--- src/rtl/regfile_access_ctrl.sv ---
// regfile_access_ctrl
// Sequences every access to the 32 x 19-bit register file: round-robin
// arbitration of two write requesters onto the single write port, a
// registered write stage, and a 2-cycle read transaction on the rs port
// with same-cycle write forwarding.
// Optional statistics counters are built when REGFILE_CTRL_STATS_EN is defined.

`timescale 1ns/1ps

module regfile_access_ctrl #(
   parameter int DATA_W = 19,
   parameter int ADDR_W = 5
`ifdef REGFILE_CTRL_STATS_EN
   ,
   parameter int CNT_W  = 16
`endif
) (
   input  logic              clk,
   input  logic              reset_n,
   input  logic              wr0_valid,
   output logic              wr0_ready,
   input  logic [ADDR_W-1:0] wr0_addr,
   input  logic [DATA_W-1:0] wr0_data,
   input  logic              wr1_valid,
   output logic              wr1_ready,
   input  logic [ADDR_W-1:0] wr1_addr,
   input  logic [DATA_W-1:0] wr1_data,
   input  logic              rd_valid,
   output logic              rd_ready,
   input  logic [ADDR_W-1:0] rd_addr,
   output logic              rd_data_valid,
   output logic [DATA_W-1:0] rd_data,
   output logic              rf_writeenable,
   output logic [ADDR_W-1:0] rf_rd,
   output logic [ADDR_W-1:0] rf_rs,
   output logic [DATA_W-1:0] rf_aluresult,
   input  logic [DATA_W-1:0] rf_regdata1
`ifdef REGFILE_CTRL_STATS_EN
   ,
   output logic [CNT_W-1:0]  stat_wr0_cnt,
   output logic [CNT_W-1:0]  stat_wr1_cnt,
   output logic [CNT_W-1:0]  stat_rd_cnt,
   output logic [CNT_W-1:0]  stat_fwd_cnt
`endif
);

   typedef enum logic [1:0] {
      ST_IDLE  = 2'd0,
      ST_ISSUE = 2'd1,
      ST_DATA  = 2'd2
   } RdState_t;

   RdState_t          r_state;
   logic              r_favourWr1;
   logic              r_writeEnable;
   logic [ADDR_W-1:0] r_rd;
   logic [DATA_W-1:0] r_aluResult;
   logic [ADDR_W-1:0] r_rs;
   logic              r_rdReady;
   logic              r_rdDataValid;
   logic              r_fwdFlag;
   logic [DATA_W-1:0] r_fwdData;

   logic              w_wr0Grant;
   logic              w_wr1Grant;
   logic              w_grant;
   logic [ADDR_W-1:0] w_grantAddr;
   logic [DATA_W-1:0] w_grantData;
   logic              w_rdHandshake;
   logic              w_fwdHit;
   logic [DATA_W-1:0] w_rdData;

   // A lone requester always wins; under contention the pointer decides.
   assign w_wr0Grant    = wr0_valid && (!wr1_valid || !r_favourWr1);
   assign w_wr1Grant    = wr1_valid && (!wr0_valid ||  r_favourWr1);
   assign w_grant       = w_wr0Grant || w_wr1Grant;
   assign w_grantAddr   = w_wr1Grant ? wr1_addr : wr0_addr;
   assign w_grantData   = w_wr1Grant ? wr1_data : wr0_data;
   assign w_rdHandshake = rd_valid && r_rdReady;
   // The register file samples rs in ISSUE; a write landing on the same
   // edge is not yet in the sampled data, so it must be captured here.
   assign w_fwdHit      = (r_state == ST_ISSUE) && r_writeEnable && (r_rd == r_rs);

   // Round-robin pointer: after a grant, the other requester is favoured.
   always_ff @(posedge clk or negedge reset_n) begin
      if (!reset_n) begin
         r_favourWr1 <= 1'b0;
      end else if (w_wr0Grant) begin
         r_favourWr1 <= 1'b1;
      end else if (w_wr1Grant) begin
         r_favourWr1 <= 1'b0;
      end
   end

   // Registered write stage; writes to register 0 are swallowed here.
   always_ff @(posedge clk or negedge reset_n) begin
      if (!reset_n) begin
         r_writeEnable <= 1'b0;
         r_rd          <= '0;
         r_aluResult   <= '0;
      end else if (w_grant && (w_grantAddr != '0)) begin
         r_writeEnable <= 1'b1;
         r_rd          <= w_grantAddr;
         r_aluResult   <= w_grantData;
      end else begin
         r_writeEnable <= 1'b0;
         r_rd          <= '0;
      end
   end

   // Read transaction FSM: IDLE accepts, ISSUE lets the file sample rs,
   // DATA presents the result for exactly one cycle.
   always_ff @(posedge clk or negedge reset_n) begin
      if (!reset_n) begin
         r_state       <= ST_IDLE;
         r_rs          <= '0;
         r_rdReady     <= 1'b1;
         r_rdDataValid <= 1'b0;
         r_fwdFlag     <= 1'b0;
         r_fwdData     <= '0;
      end else begin
         case (r_state)
            ST_IDLE: begin
               if (w_rdHandshake) begin
                  r_rs      <= rd_addr;
                  r_rdReady <= 1'b0;
                  r_state   <= ST_ISSUE;
               end
            end
            ST_ISSUE: begin
               if (w_fwdHit) begin
                  r_fwdData <= r_aluResult;
                  r_fwdFlag <= 1'b1;
               end
               r_rdDataValid <= 1'b1;
               r_state       <= ST_DATA;
            end
            ST_DATA: begin
               r_rdDataValid <= 1'b0;
               r_fwdFlag     <= 1'b0;
               r_rdReady     <= 1'b1;
               r_state       <= ST_IDLE;
            end
            default: begin
               r_rdDataValid <= 1'b0;
               r_fwdFlag     <= 1'b0;
               r_rdReady     <= 1'b1;
               r_state       <= ST_IDLE;
            end
         endcase
      end
   end

   // Read result: zero register reads as 0, otherwise forwarded or file data.
   always_comb begin
      w_rdData = '0;
      if (r_rdDataValid && (r_rs != '0)) begin
         w_rdData = r_fwdFlag ? r_fwdData : rf_regdata1;
      end
   end

   assign wr0_ready      = w_wr0Grant;
   assign wr1_ready      = w_wr1Grant;
   assign rd_ready       = r_rdReady;
   assign rd_data_valid  = r_rdDataValid;
   assign rd_data        = w_rdData;
   assign rf_writeenable = r_writeEnable;
   assign rf_rd          = r_rd;
   assign rf_rs          = r_rs;
   assign rf_aluresult   = r_aluResult;

`ifdef REGFILE_CTRL_STATS_EN
   localparam logic [CNT_W-1:0] CNT_ONE = {{(CNT_W-1){1'b0}}, 1'b1};

   logic [CNT_W-1:0] r_wr0Cnt;
   logic [CNT_W-1:0] r_wr1Cnt;
   logic [CNT_W-1:0] r_rdCnt;
   logic [CNT_W-1:0] r_fwdCnt;

   // Saturating event counters for grants, read handshakes and forwards.
   always_ff @(posedge clk or negedge reset_n) begin
      if (!reset_n) begin
         r_wr0Cnt <= '0;
         r_wr1Cnt <= '0;
         r_rdCnt  <= '0;
         r_fwdCnt <= '0;
      end else begin
         if (w_wr0Grant    && (r_wr0Cnt != '1)) r_wr0Cnt <= r_wr0Cnt + CNT_ONE;
         if (w_wr1Grant    && (r_wr1Cnt != '1)) r_wr1Cnt <= r_wr1Cnt + CNT_ONE;
         if (w_rdHandshake && (r_rdCnt  != '1)) r_rdCnt  <= r_rdCnt  + CNT_ONE;
         if (w_fwdHit      && (r_fwdCnt != '1)) r_fwdCnt <= r_fwdCnt + CNT_ONE;
      end
   end

   assign stat_wr0_cnt = r_wr0Cnt;
   assign stat_wr1_cnt = r_wr1Cnt;
   assign stat_rd_cnt  = r_rdCnt;
   assign stat_fwd_cnt = r_fwdCnt;
`endif

endmodule

--- config.mk ---
export PLATFORM = sky130hd
export DESIGN_NAME = regfile_access_ctrl
export DESIGN_NICKNAME = d
export VERILOG_FILES = /design/src/rtl/regfile_access_ctrl.sv
export SDC_FILE = /design/constraint.sdc
export NUM_CORES = 1
export LEC_CHECK = 0
export CORE_MARGIN = 2
export CORE_UTILIZATION = 45
export CTS_BUF_LIST = sky130_fd_sc_hd__clkbuf_4
export DETAILED_ROUTE_END_ITERATION = 16
export PLACE_DENSITY = 0.94
export SYNTH_ARGS = -nofsm -noshare
export SYNTH_HDL_FRONTEND = slang
export SYNTH_SLANG_ARGS = --single-unit
--- constraint.sdc ---
create_clock -name clk -period 3.32 [get_ports clk]
set_clock_uncertainty 0.05 [all_clocks]
set_input_delay 0.332 -clock clk [delete_from_list [all_inputs] [get_ports clk]]
set_output_delay 0.332 -clock clk [all_outputs]
set_load 0.02 [all_outputs]
==> flow_metrics.env, run 1 <==
export IMPL_hold_viol=0
export IMPL_placed_area_um2=4100
export IMPL_yosysWarnings=0
export IMPL_rows=28
export IMPL_rsz0062_at_grt="false"
export IMPL_cts_buffers=5
export IMPL_nets=420
export IMPL_arrival_ns=2.43
export IMPL_grt_pass1_wl_um=10340
export IMPL_dr_first_iter_drc_count=113
export IMPL_synth_cells=209
export IMPL_die_w_um=81.75
export IMPL_combPwrFrac_pct=46.5
export IMPL_intPower_mw=1.492
export IMPL_critPathSlowestCell="or4_1"
export IMPL_p_leak_nw=1.813
export IMPL_synth_largest_area_cell="dfrtp_1"
export IMPL_crit_path_max_fanout=19
export IMPL_grt_max_degree=32
export IMPL_holdBufCountCts=1
export IMPL_cts_sinks=55
export IMPL_die_h_um=81.75
export IMPL_max_stage_delay_ns=0.56
export IMPL_max_vdd_ir_drop_uv=307.5
export IMPL_clkPwrFrac_pct=12.2
export IMPL_design_core_area_um2=5886
export IMPL_die_area_um2=6682
export IMPL_timing_hold_ws_ns=0.4069
export IMPL_power_density_nw_per_um2=563.2
export IMPL_worst_ep_required_time_ns=2.94
export IMPL_num_antenna_cells=0
export IMPL_drt_total_wl_um=6635
export IMPL_synth_top_cell_area_share_pct=49.68
export IMPL_clockBufferDepth=2
export IMPL_synth_avg_cell_area_um2=13.01
export IMPL_hold_path_class="in -> async"
export IMPL_ys_top_cells_by_count="54 x dfrtp_1, 25 x nor2_1, 24 x mux2_1"
export IMPL_final_cells=419
export IMPL_synth_top_family_by_area="multiplexers"
export IMPL_seqPwrFrac_pct=41.3
export IMPL_hpwl_um=5157
export IMPL_fin_ws_ns=0.5077
export IMPL_status="complete, no violations"
export IMPL_grt_overflow=0
export IMPL_clk_latency_ns=0.36
export IMPL_finalCriticalPeriod_ns=2.812
export IMPL_grt_usage_pct=20.45
export IMPL_pre_cts_ws_ns=0.8651
export IMPL_portBuffers=129
export IMPL_grt_pass1_vias=2166
export IMPL_cts_root_buffer="clkbuf_4"
export IMPL_drtPass1Iterations=4
export IMPL_tns_ns=0
export IMPL_synth_compound_area_share_pct=2.530
export IMPL_cts_setup_buffers=0
export IMPL_utilization_pct=70.81
export IMPL_vias_per_cell=5.124
export IMPL_synthAdderAreaFrac_pct=0
export IMPL_final_layout_size_suffix_gt1_share_pct=17.73
export IMPL_critPathTopFamily="buffers and inverters"
export IMPL_yosysMostFrequentCell="dfrtp_1"
export IMPL_synthMuxAreaShare_pct=35.28
export IMPL_crit_buf_inv=2
export IMPL_drv_cap=0
export IMPL_ys_types=29
export IMPL_cp_start_kind="register"
export IMPL_finalInstanceArea_um2=4168
export IMPL_synthTopCellsByArea="dfrtp_1 50%, mux2_4 10%, mux2_1 9.9%, mux2_2 7.9%, mux2i_1 7.0%"
export IMPL_criticalPathCategory="reg -> out"
export IMPL_path_cells="or4_1 > o21ai_2 > buf_4 > nor2_1 > clkdlybuf4s50_1"
export IMPL_synthesis_nets=286
export IMPL_postRouteAntennaNets=0
export IMPL_cts_resized=0
export IMPL_ys_ff_latch=55
export IMPL_wl_per_cell_um=15.84
export IMPL_synth_edf_count=0
export IMPL_routabilityCongestion=0.8422
export IMPL_finalCritPeriodShare_pct=84.71
export IMPL_cts_tree="done"
export IMPL_p_switching_mw=0.8552
export IMPL_fmax_mhz=355.6
export IMPL_fin_total_pwr_mw=2.347
export IMPL_antenna_found_initial=0
export IMPL_synth_simple_area_share_pct=7.590
export IMPL_worst_pin_slew_ns=0.7300
export IMPL_clkTransAtPathRegs_ns=0.16
export IMPL_syn_cell_area_um2=2720
export IMPL_critPathCaptureType="output port"
export IMPL_via_count=2147
export IMPL_synth_async_sr_flop_share_pct=100.0
export IMPL_ys_flop_type="dfrtp_1"
export IMPL_place_inst=410
export IMPL_synthXorXnorAreaFrac_pct=1.610
export IMPL_start_util_pct=46.22
export IMPL_ioPinCount=130
export IMPL_area_growth_pct=53.22
export IMPL_finalSetupViolCount=0
export IMPL_htree_levels=2
export IMPL_yosysSeqAreaShare_pct=50.64
export IMPL_drc_errors=0
export IMPL_timing_max_transition_violations_final=0
export IMPL_max_slew_margin_rel_pct=51.33
export IMPL_p_sw_share_pct=36.43
==> cell usage in the layout, fill, tap and decap left out, drive strengths merged, types with 4 or more instances in the layout <==
master         synthesis  routed
xor2                   4       4
mux2i                 19      19
nand2                 12      12
mux2                  62      62
nor2                  26      26
buf                    7       7
clkbuf                 2       5
clkdlybuf4s50          0     128
dfrtp                 54      54
a21oi                  5       5
==> metal layers <==
layer	GRT usage, %	wire, um	vias up
li1	-	-	997
met1	24.21	2671	1046
met2	36.10	3424	88
met3	4.176	360	16
met4	8.333	178	0
met5	0	0	-
==> worst reg2reg max path: cells and delay by family (launching register included) <==
kind,cells,cell delay [ns]
AO/OA/AOI/OAI,1,0.20
buffers and inverters,2,0.47
multiplexers,1,0.35
flip-flops,1,0.41
AND/OR/NAND/NOR,2,0.31
==> cell type report <==
type	instances	area, um2
Fill cell	426	1718
Sequential cell	55	1378
Timing Repair Buffer	136	1341
Multi-Input combinational cell	142	1286
Tap cell	75	93.84
Clock buffer	5	37.54
Clock inverter	3	20.02
Inverter	3	11.26
==> power groups by stage <==
stage / sequential (mW) / combinational (mW) / clock (mW)
final: 0.969 / 1.09 / 0.287
after global routing: 0.992 / 1.16 / 0.324
after CTS: 0.970 / 1.11 / 0.296
after detailed placement: 0.983 / 1.10 / 0
after global placement: 0.976 / 1.07 / 0
after floorplan: 1.03 / 0.498 / 0
==> cell families (layout without fill, tap and decap cells) <==
group	after synthesis	count (layout)
mux	81	81
flops	55	55
simple gates	46	46
buf+inv	12	147
compound gates	10	10
xor+xnor	5	5
==> flip-flops by register name, indices dropped and copies added, names as in the netlist <==
register and cells:
r_favourWr1 1, r_fwdData 19, r_fwdFlag 1, r_state 2, rd_data_valid 1, rd_ready 1, rf_aluresult 19, rf_rd 5
rf_rs 5, rf_writeenable 1
==> worst paths after layout <==
check / from / to / slack (ns) / cells after the start
worst max-delay path: rf_rs[2] / rd_data[6] / 0.51 / 5
worst min-delay path: reset_n / rf_aluresult[16] / 0.41 / 2
worst max register to register: r_favourWr1 / rf_aluresult[0] / 1.44 / 6
worst min register to register: rd_ready / rd_ready / 0.46 / 2
max in group asynchronous: reset_n / rd_ready / 1.98 / 3
min in group clk: rd_ready / rd_ready / 0.46 / 2
Note: power is estimated with default switching activity, not from simulation.
==> inputs of run 2 (changes only) <==
Settings changed: CORE_UTILIZATION 45 to 38, PLACE_DENSITY 0.94 to 0.85.
Clock period 3.32 ns to 2.5 ns, I/O delays scaled along.
==> run 2 against run 1 <==
Net effect:
- non-clock buffer count is 5 higher
- critical path depth stayed put
- cell count is 6.2% higher
- final area is 1.6% higher
- sequential power is 29% higher
- first-iteration DRC count is 63% lower
- sequential cell count stayed put
- sequential share of layout area is 0.51 points lower
- die area is 17% higher
- clock power is 31% higher
- critical path type unchanged
- largest power group unchanged
==> flow_metrics.env, run 2 (synthesis gave the netlist of run 1 again) <==
export IMPL_finalSetupViolCount=0
export IMPL_cts_tree="done"
export IMPL_htree_levels=2
export IMPL_drt_total_wl_um=6767
export IMPL_timing_max_transition_violations_final=0
export IMPL_hpwl_um=5214
export IMPL_finalInstanceArea_um2=4233
export IMPL_drv_cap=0
export IMPL_max_slew_margin_rel_pct=66.20
export IMPL_worst_pin_slew_ns=0.5043
export IMPL_area_growth_pct=55.61
export IMPL_design_core_area_um2=6869
export IMPL_finalCriticalPeriod_ns=2.342
export IMPL_clkTransAtPathRegs_ns=0.15
export IMPL_die_h_um=88.61
export IMPL_place_inst=433
export IMPL_via_count=2092
export IMPL_clockBufferDepth=2
export IMPL_grt_usage_pct=17.30
export IMPL_final_cells=445
export IMPL_num_antenna_cells=0
export IMPL_die_w_um=88.61
export IMPL_grt_pass1_wl_um=10200
export IMPL_p_leak_nw=1.913
export IMPL_max_vdd_ir_drop_uv=256.1
export IMPL_mostFrequentLayoutCell="clkdlybuf4s50_1"
export IMPL_start_util_pct=39.60
export IMPL_tns_ns=0
export IMPL_combPwrFrac_pct=47.5
export IMPL_worstSetupStartpoint="rf_rs[1]"
export IMPL_layout_common_cells="109 x clkdlybuf4s50_1, 54 x dfrtp_1, 25 x nor2_1"
export IMPL_status="complete, no violations"
export IMPL_power_density_nw_per_um2=733.4
export IMPL_cts_buffers=5
export IMPL_rows=30
export IMPL_drtPass1Iterations=4
export IMPL_intPower_mw=1.975
export IMPL_finalCritPeriodShare_pct=93.68
export IMPL_clk_latency_ns=0.37
export IMPL_seqPwrFrac_pct=40.4
export IMPL_dr_first_iter_drc_count=42
export IMPL_grt_pass1_vias=2023
export IMPL_drc_errors=0
export IMPL_r2r_start="rf_rs[1]"
export IMPL_nets=425
export IMPL_grt_overflow=0
export IMPL_criticalPathCategory="reg -> out"
export IMPL_portBuffers=129
export IMPL_crit_path_max_fanout=19
export IMPL_cts_sinks=55
export IMPL_critPathCaptureType="output port"
export IMPL_arrival_ns=2.04
export IMPL_rsz0062_at_grt="false"
export IMPL_die_area_um2=7851
export IMPL_grt_max_degree=24
export IMPL_hold_path_class="in -> async"
export IMPL_cts_root_buffer="clkbuf_4"
export IMPL_ioPinCount=130
export IMPL_wl_per_cell_um=15.21
export IMPL_cp_start_kind="register"
export IMPL_final_layout_size_suffix_gt1_share_pct=18.91
export IMPL_fmax_mhz=427.0
export IMPL_vias_per_cell=4.701
export IMPL_hold_viol=0
export IMPL_placed_area_um2=4167
export IMPL_worst_ep_required_time_ns=2.20
export IMPL_antenna_found_initial=0
export IMPL_p_sw_share_pct=36.38
export IMPL_p_switching_mw=1.129
export IMPL_postRouteAntennaNets=0
export IMPL_routabilityCongestion=0.9053
export IMPL_clkPwrFrac_pct=12.2
## run 2: path summary, 6_finish.rpt
path | to | slack (ns) | cells past startpoint
hold reg to reg | r_fwdData[10] | 0.46 | 1
min in group clk | rf_rd[3] | 0.41 | 3
setup reg to reg | r_fwdData[6] | 0.52 | 6
hold / removal | rf_rs[2] | 0.32 | 2
max in group asynchronous | r_fwdData[6] | 1.40 | 3
setup / recovery | rd_data[0] | 0.16 | 5
## run 2: stage by stage
step                utilization [%]  setup WS [ns]  hold slack, ns  power, mW
floorplan                         -         0.5518        -0.09559      2.035
global placement              60.66         0.2597          0.2003      2.765
detailed placement            60.66         0.2337          0.1974      2.809
CTS                           61.29        0.06929          0.3221      3.111
global route                  61.62        0.03092          0.3405      3.301
finish                        61.62         0.1581          0.3217      3.104
## run 2: repair_timing
action | in CTS | in global routing
gates resized for setup | 19 | 0
cloned | 0 | 0
hold buffers | 1 | 0
setup endpoints to repair | 19 | 18
endpoints found under the hold margin | 20 | 0
buffers inserted | 0 | 3
## run 2: worst max-delay path, stage by stage, from the launching register on
cell	delay, ns
dfrtp_1	0.45
or4_1	0.49
o21ai_2	0.17
buf_12	0.18
nor2_1	0.06
dlygate4sd2_1	0.32
## run 2: area by class of cell
cell class,instances,area [um2]
Fill cell,569,2636
Inverter,3,11.26
Clock inverter,2,12.51
Sequential cell,55,1378
Multi-Input combinational cell,142,1286
Tap cell,96,120.1
Clock buffer,6,45.04
Timing Repair Buffer,141,1380
## run 2: power by group through the flow
| stage | sequential (mW) | combinational [mW] | clock (mW) |
|---|---|---|---|
| 6_report | 1.25 | 1.47 | 0.377 |
| 5_1_grt | 1.28 | 1.58 | 0.439 |
| 4_1_cts | 1.27 | 1.45 | 0.396 |
| 3_5_place_dp | 1.28 | 1.52 | 0 |
| 3_3_place_gp | 1.27 | 1.49 | 0 |
| 2_1_floorplan | 1.37 | 0.662 | 0 |
## run 2: routing by layer
| layer | global-route usage, % | vias up | share of wire (%) | wire length (um) |
|---|---|---|---|---|
| met4 | 5.096 | 0 | 1.3 | 91 |
| met1 | 21.60 | 1001 | 41 | 2791 |
| li1 | - | 1005 | - | - |
| met2 | 29.73 | 78 | 51 | 3475 |
| met3 | 4.384 | 8 | 6.0 | 409 |
| met5 | 0 | - | 0 | 0 |
